`src/rtl/vram_arbiter.sv`:
```
// vram_arbiter: shares one single-port 320x240 frame buffer between pixel-doubled VGA scan-out
// and a host write port. Defining VRAM_CLEAR_EN adds a clear-screen sequencer.
module vram_arbiter #(
    parameter int H_ACTIVE = 640,
    parameter int V_ACTIVE = 480,
    parameter int FB_WORDS = 76800,
    parameter int ADDR_W   = 17,
    parameter int DATA_W   = 12
) (
    input  logic              clk,
    input  logic              rst_n,
    input  logic [9:0]        xpos,
    input  logic [9:0]        ypos,
    output logic [DATA_W-1:0] pix_data,
    input  logic              wr_req,
    input  logic [ADDR_W-1:0] wr_addr,
    input  logic [DATA_W-1:0] wr_data,
    output logic              wr_ack,
    input  logic              clr_start,
    input  logic [DATA_W-1:0] clr_color,
    output logic              clr_busy,
    output logic [ADDR_W-1:0] ram_addr,
    output logic [DATA_W-1:0] ram_din,
    output logic              ram_we,
    input  logic [DATA_W-1:0] ram_dout
);
    localparam logic [9:0]        H_LIM   = 10'(H_ACTIVE);
    localparam logic [9:0]        V_LIM   = 10'(V_ACTIVE);
    localparam logic [ADDR_W-1:0] FB_LAST = ADDR_W'(FB_WORDS - 1);

    typedef enum logic {IDLE, ACK} wr_state_t;
    wr_state_t wr_state_reg;

    logic              active;
    logic              disp_slot;
    logic              wr_in_range;
    logic              clr_go;
    logic              act_d1_reg;
    logic              act_d2_reg;
    logic              disp_d1_reg;
    logic              disp_d2_reg;
    logic [ADDR_W-1:0] x_half;
    logic [ADDR_W-1:0] y_half;
    logic [ADDR_W-1:0] disp_addr;

    assign active      = (xpos < H_LIM) && (ypos < V_LIM);
    assign disp_slot   = active && !xpos[0];
    assign wr_in_range = wr_addr <= FB_LAST;
    assign x_half      = ADDR_W'(xpos[9:1]);
    assign y_half      = ADDR_W'(ypos[9:1]);
    // y*320 = y*256 + y*64
    assign disp_addr   = (y_half << 8) + (y_half << 6) + x_half;

`ifdef VRAM_CLEAR_EN
    logic              clr_busy_reg;
    logic [ADDR_W-1:0] clr_cnt_reg;
    logic [DATA_W-1:0] clr_color_reg;

    assign clr_go   = clr_start && !clr_busy_reg && (wr_state_reg == IDLE);
    assign clr_busy = clr_busy_reg;

    always_ff @(posedge clk or negedge rst_n) begin
        if (!rst_n) begin
            clr_busy_reg  <= 1'b0;
            clr_cnt_reg   <= '0;
            clr_color_reg <= '0;
        end else if (clr_go) begin
            clr_busy_reg  <= 1'b1;
            clr_cnt_reg   <= '0;
            clr_color_reg <= clr_color;
        end else if (clr_busy_reg && !disp_slot) begin
            // Counter stops at the last word; busy drops with the final write.
            if (clr_cnt_reg == FB_LAST)
                clr_busy_reg <= 1'b0;
            else
                clr_cnt_reg <= clr_cnt_reg + 1'b1;
        end
    end
`else
    logic unused_clr;
    assign unused_clr = &{1'b0, clr_start, clr_color};
    assign clr_go     = 1'b0;
    assign clr_busy   = 1'b0;
`endif

    always_ff @(posedge clk or negedge rst_n) begin
        if (!rst_n) begin
            wr_state_reg <= IDLE;
            wr_ack       <= 1'b0;
            ram_we       <= 1'b0;
            ram_addr     <= '0;
            ram_din      <= '0;
            pix_data     <= '0;
            act_d1_reg   <= 1'b0;
            act_d2_reg   <= 1'b0;
            disp_d1_reg  <= 1'b0;
            disp_d2_reg  <= 1'b0;
        end else begin
            wr_ack      <= 1'b0;
            ram_we      <= 1'b0;
            act_d1_reg  <= active;
            act_d2_reg  <= act_d1_reg;
            disp_d1_reg <= disp_slot;
            disp_d2_reg <= disp_d1_reg;

            // Odd active pixels keep the even pixel's value (horizontal doubling).
            if (disp_d2_reg)
                pix_data <= ram_dout;
            else if (!act_d2_reg)
                pix_data <= '0;

            if (wr_state_reg == ACK)
                wr_state_reg <= IDLE;

            if (disp_slot) begin
                ram_addr <= disp_addr;
            end
`ifdef VRAM_CLEAR_EN
            else if (clr_busy_reg) begin
                ram_addr <= clr_cnt_reg;
                ram_din  <= clr_color_reg;
                ram_we   <= 1'b1;
            end
`endif
            else if (wr_state_reg == IDLE && wr_req && !clr_go) begin
                wr_state_reg <= ACK;
                ram_addr     <= wr_addr;
                ram_din      <= wr_data;
                ram_we       <= wr_in_range;
                wr_ack       <= 1'b1;
            end
        end
    end
endmodule

```
`config.mk`:
```
export PLATFORM = sky130hd
export DESIGN_NAME = vram_arbiter
export DESIGN_NICKNAME = d
export VERILOG_FILES = /design/src/rtl/vram_arbiter.sv
export SDC_FILE = /design/constraint.sdc
export NUM_CORES = 1
export LEC_CHECK = 0
export ABC_AREA = 1
export CAP_MARGIN = 0
export CORE_ASPECT_RATIO = 0.6
export CORE_UTILIZATION = 51
export DETAILED_ROUTE_END_ITERATION = 16
export DONT_BUFFER_PORTS = 1
export PLACE_DENSITY = 0.66
export SYNTH_ARGS = -nofsm -noshare
export SYNTH_HDL_FRONTEND = slang
export SYNTH_SLANG_ARGS = --single-unit
```
`constraint.sdc`:
```
create_clock -name clk -period 3.25 [get_ports clk]
set_input_delay 0.1625 -clock clk [delete_from_list [all_inputs] [get_ports clk]]
set_output_delay 0.1625 -clock clk [all_outputs]
set_load 0.1 [all_outputs]
```
==> run summary <==
outcome = finished, final reports clean
setup_tns = 0 ns
power per unit of standard cell area = 633 nW/um2
Max Freq = 0.475 GHz
final critical-path share of the clock period = 0.648
synthesized netlist net count = 430
cells resized by post-CTS repair = 0
number of setup buffers added after CTS = 0
number of violations of the max-capacitance limit = 0
setup repair after global routing missed its margin = no
cts-stage hold buffer count = 39
antenna-violating nets left = 0
CTS clock-pin slew for the worst setup and hold paths = 0.09 ns
pre-CTS setup slack = 1.41 ns
clock root buffer master = clkbuf_8
Pre-Repair DR Iteration Count = 4
fraction of final layout cells sized beyond drive strength 1 = 0.0565
most instantiated flip-flop cell in the synthesis netlist = dfrtp_1
DIE AREA = 5410 um2
CP Data Arrival Time = 2.31 ns
via density per instance = 5.14
area growth from synthesis to layout = 21.1%
Clock Sinks = 47
Relative slew margins = 0.382
biggest area contributors in the synthesized netlist = dfrtp_1, nand2_1, nand3_1
leakage power = 1.72 nW
most used standard cells in the synthesized netlist = nand2_1, nand3_1, dfrtp_1
placeable core region = 4730 um2
Total Power = 2.00 mW
Fin Clk Skew = 0.00827 ns
antenna violations before repair = 0
maximum number of pins on one net before global-route repair = 48
total global routing overflow = 0
number of primary I/O pins = 121
cell type contributing the most total cell area after synthesis = dfrtp_1
H-tree depth = 2
number of antenna cells inserted = 0
path type of the worst min-delay path = input port to flop
number of buffers added on ports = 0
number of global-route vias before repair = 2,205
proportion of register bits with asynchronous set or reset after synthesis = 1.00
CP endpoint kind = flop
Fin. Hold Viols = 0
placement row count = 19
largest register by flop count = ram_addr
library cell with the highest instance count after synthesis = nand2_1
Final Worst Setup Slack = 1.14 ns
die height = 57.4 um
number of enable-type register cells in the synthesized netlist = 0
first-pass GRT wire length = 10,600 um
count of final max-slew check failures = 0
clock period minus worst slack = 2.11 ns
end-of-flow core utilization = 0.668
number of setup violations in the final report = 0
Final Wtd Congestion = 0.830
Horiz. Die Dim = 94.3 um
DRT Wirelength = 6560 um
Mapped Cells = 334
registers with the highest flip-flop counts = ram_addr: 17 flops, pix_data: 12 flops, ram_din: 12 flops
post-DP HPWL = 4490 um
clock tree from TritonCTS = yes
Starting DRT DRC Count = 128
transition at the pin with the smallest max-transition slack = 0.927 ns
critical path class = input port to flop
highest fanout seen on the critical path = 26
GR Util All Layers = 0.262
Critical Path Start Type = input port
mapped cell area = 2610 um2
Post-Syn Area per Cell = 7.81 um2
drt wl/cell = 15.1 um
worst path required time = 3.45 ns
Final nets = 467
count of cell types in the netlist = 25
DRC violations left = 0
area share of the largest cell type after synthesis = 0.451
Synth Warn # = 0
part of the Yosys area used for sequential elements = 0.451
worst-skew pair later-pin latency = 0.31 ns
hold_ws = 0.00937 ns
worst supply voltage drop on vdd = 0.498 mV
filler instances = 391
flip-flop count of the largest register after layout = 17
buffer depth of the longest clock path = 2
number of storage elements in the synthesis netlist = 47
Initial Utilization = 0.551
total CTS buffers = 5
number of vias in the routed layout = 2,236
-- routing by layer --
layer / global-route usage / up-vias / share of wire
met3: 0.0813 / 8 / 0.099
met2: 0.418 / 88 / 0.46
met5: 0 / - / 0
met4: 0.0725 / 0 / 0.0099
met1: 0.349 / 1022 / 0.43
li1: - / 1118 / -
-- area by class of cell --
cell class	instances	area, um2	area share
multi-input combinational	237	1220	0.386
sequential	47	1180	0.372
timing repair buffer	41	423	0.134
inverter	39	149	0.0471
tap	63	78.8	0.0250
clock buffer	5	68.8	0.0218
clock inverter	3	43.8	0.0139
-- through the flow --
| step | instance area, um2 | instances |
|---|---|---|
| final | 3160 | 435 |
| after global routing | 3160 | 435 |
| after CTS | 3160 | 435 |
| after detailed placement | 2640 | 388 |
| after global placement | 2640 | 388 |
| after floorplan | 2610 | 334 |
-- cell usage in the layout (no fill, tap or decap), drive strengths merged, types with 3 or more instances in the layout --
master       instances
nand2              134
nand3               60
dfrtp               47
inv                 39
dlygate4sd3         38
ha                  17
nor2                 8
a21oi                5
clkbuf               5
buf                  3
-- path summary, 6_finish.rpt --
path / startpoint / endpoint / slack, ns / depth (start not counted)
setup / recovery: ypos[9] / ram_addr[5]$_DFFE_PN0P_ / 1.14 / 8
hold / removal: wr_addr[4] / ram_addr[4]$_DFFE_PN0P_ / 0.009 / 2
setup reg to reg: ram_addr[5]$_DFFE_PN0P_ / ram_addr[5]$_DFFE_PN0P_ / 1.36 / 3
hold reg to reg: disp_d1_reg$_DFF_PN0_ / disp_d2_reg$_DFF_PN0_ / 0.35 / 0
max in group asynchronous: rst_n / ram_we$_DFF_PN0_ / 2.68 / 2
min in group asynchronous: rst_n / act_d2_reg$_DFF_PN0_ / 0.36 / 2
-- cell families after synthesis --
kind of cell / after synthesis / share of synthesized area
adders and majority gates: 19 / 0.0969
other: 1 / 0.00144
buffers and inverters: 50 / 0.0820
DFF: 47 / 0.451
xor gates and xnor gates: 2 / 0.00672
and+or+nand+nor: 208 / 0.347
AOI/OAI and AO/OA: 7 / 0.0149
-- worst max-delay path, cell delays in order --
cell	delay [ns]
dlygate4sd3_1	0.58
nor2_4	0.15
nand3_4	0.28
nand2_4	0.28
inv_4	0.12
nand2_1	0.09
nand3_1	0.07
dlygate4sd3_1	0.56
-- where the power goes --
part | switching [mW] | internal, mW
combinational | 0.184 | 0.134
clock | 0.210 | 0.229
sequential | 0.594 | 0.646
total | 0.989 | 1.01
(Power assumes the default switching activity.)
